File: src/rtl/dac_wr_capture.sv
// DAC write-bus capture: synchronise cs/wr/din, qualify each strobe,
// timestamp it and queue {interval, data} in a fall-through FIFO.
module dac_wr_capture #(
  parameter int DW         = 8,
  parameter int AW         = 4,
  parameter int IW         = 16,
  parameter int MIN_WR_LOW = 3
) (
  input  logic          clk,
  input  logic          rst_n,
  input  logic          cs,
  input  logic          wr,
  input  logic [DW-1:0] din,
  input  logic          clr,
  output logic          m_valid,
  input  logic          m_ready,
  output logic [DW-1:0] m_data,
  output logic [IW-1:0] m_intv,
  output logic [15:0]   sample_cnt,
  output logic          ovf,
  output logic          wr_short_err
);

  localparam int DEPTH = 1 << AW;

  localparam logic [1:0] S_IDLE  = 2'd0;
  localparam logic [1:0] S_LOW   = 2'd1;
  localparam logic [1:0] S_ABORT = 2'd2;

  logic          r_cs_s1, r_cs_s2;
  logic          r_wr_s1, r_wr_s2, r_wr_s3;
  logic [DW-1:0] r_din_s1, r_din_s2;

  logic [1:0]    r_state;
  logic [7:0]    r_lowcnt;

  logic [IW-1:0] r_icnt;
  logic          r_first;

  logic [IW+DW-1:0] r_mem [DEPTH];
  logic [AW-1:0]    r_wptr, r_rptr;
  logic [AW:0]      r_count;

  logic [15:0]   r_cnt;
  logic          r_ovf, r_err;

  logic          w_rise;
  logic          w_judge;
  logic          w_capture;
  logic          w_short;
  logic [IW-1:0] w_intv;
  logic          w_full;
  logic          w_pop;
  logic          w_push;
  logic          w_drop;
  logic [IW+DW-1:0] w_head;

  // Bus idles high, so the synchronisers come out of reset at 1.
  always_ff @(posedge clk or negedge rst_n) begin
    if (!rst_n) begin
      r_cs_s1  <= 1'b1;
      r_cs_s2  <= 1'b1;
      r_wr_s1  <= 1'b1;
      r_wr_s2  <= 1'b1;
      r_wr_s3  <= 1'b1;
      r_din_s1 <= '1;
      r_din_s2 <= '1;
    end else begin
      r_cs_s1  <= cs;
      r_cs_s2  <= r_cs_s1;
      r_wr_s1  <= wr;
      r_wr_s2  <= r_wr_s1;
      r_wr_s3  <= r_wr_s2;
      r_din_s1 <= din;
      r_din_s2 <= r_din_s1;
    end
  end

  assign w_rise    = r_wr_s2 & ~r_wr_s3;
  assign w_judge   = (r_state == S_LOW) && !r_cs_s2 && w_rise;
  assign w_capture = w_judge && (r_lowcnt >= 8'(MIN_WR_LOW));
  assign w_short   = w_judge && (r_lowcnt < 8'(MIN_WR_LOW));

  // cs leaving mid-strobe wins over a coincident rise: no capture.
  always_ff @(posedge clk or negedge rst_n) begin
    if (!rst_n) begin
      r_state  <= S_IDLE;
      r_lowcnt <= 8'd0;
    end else begin
      case (r_state)
        S_IDLE: begin
          if (!r_wr_s2 && !r_cs_s2) begin
            r_state  <= S_LOW;
            r_lowcnt <= 8'd1;
          end
        end
        S_LOW: begin
          if (r_cs_s2) begin
            r_state <= w_rise ? S_IDLE : S_ABORT;
          end else if (w_rise) begin
            r_state <= S_IDLE;
          end else if (r_lowcnt != 8'hFF) begin
            r_lowcnt <= r_lowcnt + 8'd1;
          end
        end
        S_ABORT: begin
          if (w_rise) r_state <= S_IDLE;
        end
        default: r_state <= S_IDLE;
      endcase
    end
  end

  always_comb begin
    w_intv = '0;
    if (!r_first) begin
      w_intv = (r_icnt == '1) ? r_icnt : r_icnt + IW'(1);
    end
  end

  always_ff @(posedge clk or negedge rst_n) begin
    if (!rst_n) begin
      r_icnt  <= '0;
      r_first <= 1'b1;
    end else if (w_capture) begin
      r_icnt  <= '0;
      r_first <= 1'b0;
    end else if (r_icnt != '1) begin
      r_icnt  <= r_icnt + IW'(1);
    end
  end

  assign w_full  = (r_count == (AW+1)'(DEPTH));
  assign m_valid = (r_count != '0);
  assign w_pop   = m_valid && m_ready;
  assign w_push  = w_capture && (!w_full || w_pop);
  assign w_drop  = w_capture && w_full && !w_pop;

  assign w_head = m_valid ? r_mem[r_rptr] : '0;
  assign m_intv = w_head[IW+DW-1:DW];
  assign m_data = w_head[DW-1:0];

  always_ff @(posedge clk) begin
    if (w_push) r_mem[r_wptr] <= {w_intv, r_din_s2};
  end

  always_ff @(posedge clk or negedge rst_n) begin
    if (!rst_n) begin
      r_wptr  <= '0;
      r_rptr  <= '0;
      r_count <= '0;
    end else begin
      if (w_push) r_wptr <= r_wptr + AW'(1);
      if (w_pop)  r_rptr <= r_rptr + AW'(1);
      unique case (1'b1)
        (w_push && !w_pop): r_count <= r_count + (AW+1)'(1);
        (w_pop && !w_push): r_count <= r_count - (AW+1)'(1);
        default: ;
      endcase
    end
  end

  // Set events beat a coincident clr.
  always_ff @(posedge clk or negedge rst_n) begin
    if (!rst_n) begin
      r_cnt <= 16'd0;
      r_ovf <= 1'b0;
      r_err <= 1'b0;
    end else begin
      if (w_push)   r_cnt <= clr ? 16'd1 : r_cnt + 16'd1;
      else if (clr) r_cnt <= 16'd0;
      if (w_drop)   r_ovf <= 1'b1;
      else if (clr) r_ovf <= 1'b0;
      if (w_short)  r_err <= 1'b1;
      else if (clr) r_err <= 1'b0;
    end
  end

  assign sample_cnt   = r_cnt;
  assign ovf          = r_ovf;
  assign wr_short_err = r_err;

endmodule

File: config.mk
export PLATFORM = sky130hd
export DESIGN_NAME = dac_wr_capture
export DESIGN_NICKNAME = d
export VERILOG_FILES = /design/src/rtl/dac_wr_capture.sv
export SDC_FILE = /design/constraint.sdc
export NUM_CORES = 1
export LEC_CHECK = 0
export CAP_MARGIN = 5
export CORE_AREA = 5 5 173 175
export CTS_BUF_LIST = sky130_fd_sc_hd__clkbuf_4
export CTS_CLUSTER_DIAMETER = 120
export CTS_CLUSTER_SIZE = 24
export DETAILED_ROUTE_END_ITERATION = 7
export DIE_AREA = 0 0 178 180
export GPL_TIMING_DRIVEN = 0
export PLACE_DENSITY = 0.85
export SLEW_MARGIN = 5
export SYNTH_ARGS = -nofsm -noshare
export SYNTH_HDL_FRONTEND = slang
export SYNTH_SLANG_ARGS = --single-unit
File: constraint.sdc
create_clock -name clk -period 5.7 [get_ports clk]
set_input_delay 1.425 -clock clk [delete_from_list [all_inputs] [get_ports clk]]
set_output_delay 1.425 -clock clk [all_outputs]
set_load 0.01 [all_outputs]
==> key figures <==
Global route
  – Initial antenna violation count: 1
  – Global Route Usage Sum: 24.2%
  – Largest net degree at the start of global routing: 47
  – First-pass GRT wire length: 58,300 um
  – Vias in the first global route: 9,693
  – GRT Residual Overflow: 0

Layout
  – Post-route insts no fill: 1,471
  – Fin nets: 1,092
  – Commonest non-fill, non-tap cell in the layout: edfxtp_1
  – Layout cell share with drive strength beyond 1: 19.4%
  – Commonest non-fill, non-tap cells in the layout: edfxtp_1, mux4_2, mux2i_1
  – Layout area overhead: 7.75%

Setup path
  – Worst R2R End: r_mem[14][6]
  – CP required: 4.28 ns
  – Crit Path Max Fanout: 10
  – Launching element type of the critical path: flip-flop
  – Worst reg2reg path depth: 6
  – Worst Path Arrival: 4.03 ns
  – Worst setup EP type: output port
  – WS Path Type: reg2out
  – Worst reg-to-reg setup slack: 2.27 ns
  – Worst reg2reg path startpoint: r_lowcnt[1]

Yosys
  – Cells after synthesis: 986
  – Post-synthesis sequential area ratio: 73.1%
  – Syn Area/Cell: 18.8 um2
  – Yosys Warn Count: 0
  – Cell taking the most area after synthesis: edfxtp_1
  – Asr flop ratio synth: 17.1%
  – Top cells by area, synth: edfxtp_1, mux4_2, dfrtp_1, mux2i_1, dfstp_2
  – Net Count, Synth: 1,009
  – Yosys cell types: 61
  – EDFF count, synth: 384
  – Post-synthesis register bit count: 463
  – Area share of the largest cell type after synthesis: 62.2%
  – Cell area after synthesis: 18,500 um2
  – Ys flop type: edfxtp_1

STA
  – Max-slew headroom: 9.32%
  – Worst Clk Skew: 0.0484 ns
  – Setup Viol. Count Final: 0
  – Fmax: 183 MHz
  – Fin. max-slew vios: 0
  – RSZ-0062 raised after global routing: no
  – Period utilization: 95.7%
  – Measured slew at the worst slew-check pin: 1.36 ns
  – Final TNS setup: 0 ns
  – Final hold vios: 0
  – Worst hold slack: 0.372 ns
  – Period minus WS final: 5.46 ns

Status
  – Status: completed

Clocking
  – CTS Root Cell: clkbuf_4
  – CTS tree: built
  – Worst-skew pair later-pin latency: 0.76 ns
  – Hold-fix buffers, CTS: 0
  – H-Tree Depth: 1
  – Post-CTS sizing: 0
  – Total CTS buffers: 23
  – CTS Sinks: 463
  – Clock tree buffer depth: 3
  – Clock-pin slew on the worst setup and hold paths: 0.24 ns
  – Buffers inserted by post-CTS timing repair: 0

Place
  – Post-DP HPWL: 23,800 um
  – PortBufs: 54
  – Post-Place Cells: 1,428
  – Placer Congestion: 0.864

Hold path
  – HP Class: reg2reg
  – Endpoint, Worst Hold: r_din_s2[3]
  – Worst hold path startpoint: r_din_s1[3]
  – WHS Path Cells: 0

Detailed routing
  – Vias: 9,743
  – Vias per inst: 6.62
  – DRT iter0 DRCs: 1,233
  – Total wire length: 38,300 um
  – TritonRoute pass-1 iters: 6
  – Detail Route Antenna Nets: 0
  – DRC Markers: 0
  – Routed len/inst: 26.0 um

Power and ir drop
  – Worst vdd ir: 0.000295 V
  – Power Density: 394 nW/um2
  – Lkg Pwr: 6.60 nW

Die
  – Site row count: 62
  – Total Die Area: 32,000 um2
  – Ports: 57
  – Starting Density: 65.4%
  – Core Region: 28,300 um2
  – DIE WIDTH: 178 um
  – Die Span Y: 180 um

Flow run
  – MaxCap Viol Count: 0
where the power goes:
part	internal [mW]	leakage, nW	switching (mW)
Clock	0.323	0.198	0.918
Sequential	3.89	4.55	0.0796
Combinational	1.22	1.86	1.44
Total	5.43	6.60	2.43
cells in the mapped netlist, types with 2 or more instances:
cell / number
xnor2_1: 7
nand4b_1: 3
ha_1: 9
nand2b_1: 11
inv_1: 6
xor2_1: 4
nand2_1: 26
a21oi_1: 29
a31o_1: 2
a211oi_1: 3
clkbuf_1: 31
buf_1: 2
nor3_1: 13
and3_1: 8
a31oi_1: 2
nor4_2: 2
nand4_1: 9
nor2_1: 23
dfrtp_1: 57
and4_1: 9
mux2_2: 3
or3_1: 8
or4_1: 13
mux4_2: 96
mux2_1: 3
a311oi_1: 2
nor4_1: 6
nand3_1: 17
o22ai_1: 24
dfstp_2: 22
mux2i_1: 59
o31ai_1: 19
nor4b_1: 2
buf_2: 17
o21ai_0: 3
nor2b_1: 5
edfxtp_1: 384
and2_1: 16
o21ai_1: 9
worst max path at each step:
stage,start,to,slack [ns],cells after the start
after floorplan,m_ready,r_mem[4][0],2.23,6
after global placement,rst_n,r_rptr[3],0.20,1
after detailed placement,r_rptr[1],m_intv[8],1.11,7
after CTS,r_rptr[1],m_intv[8],0.24,7
after global routing,r_rptr[1],m_intv[8],0.05,7
final,r_rptr[1],m_intv[8],0.24,7
logic make-up after synthesis:
logic type,share of synthesized area (%)
DFF,73.1
adders and majority gates,0.608
muxes,15.2
buffers and inverters,1.34
and+or+nand+nor,5.50
xor gates and xnor gates,0.520
AOI/OAI and AO/OA,3.75
stage by stage:
step / cell area (um2) / setup WS, ns / util, % / total power [mW]
after floorplan: 18500 / 2.23 / - / 5.73
after detailed placement: 19600 / 1.11 / 69.3 / 6.70
after global routing: 20000 / 0.0546 / 70.5 / 8.23
after CTS: 20000 / 0.238 / 70.5 / 7.90
after global placement: 19500 / 0.196 / 69.0 / 6.60
final: 20000 / 0.243 / 70.5 / 7.86
flip-flops by register name (all words and copies together) (netlist names), 2 cells and up:
signal and cells:
r_lowcnt 8, r_din_s2 8, r_mem 384, r_state 2, sample_cnt 16, r_count 5, r_rptr 4, r_wptr 4
r_icnt 16, r_din_s1 8
critical path, cell delays in order, from the launching register on:
cell,delay (ns)
dfrtp_1,0.42
buf_2,0.18
clkbuf_1,0.66
clkbuf_1,0.60
mux4_2,0.34
mux2i_1,0.09
o22ai_1,0.36
clkdlybuf4s50_1,0.61
area by class of cell:
cell class	count	area, um2
Sequential cell	463	13500
Fill cell	1687	8350
Clock inverter	2	23.8
Tap cell	384	480
Timing Repair Buffer	58	596
Inverter	7	26.3
Antenna cell	1	2.50
Multi-Input combinational cell	464	4770
Clock buffer	40	300
Buffer	52	221
layer usage:
metal / track usage (%) / part of all wire (%) / wire length (um)
met4: 5.29 / 3.1 / 1180
met1: 34.9 / 39 / 14800
met3: 4.35 / 8.1 / 3110
met2: 39.7 / 50 / 19200
met5: 0 / 0 / 0
Power figures use the tool's default switching activity.
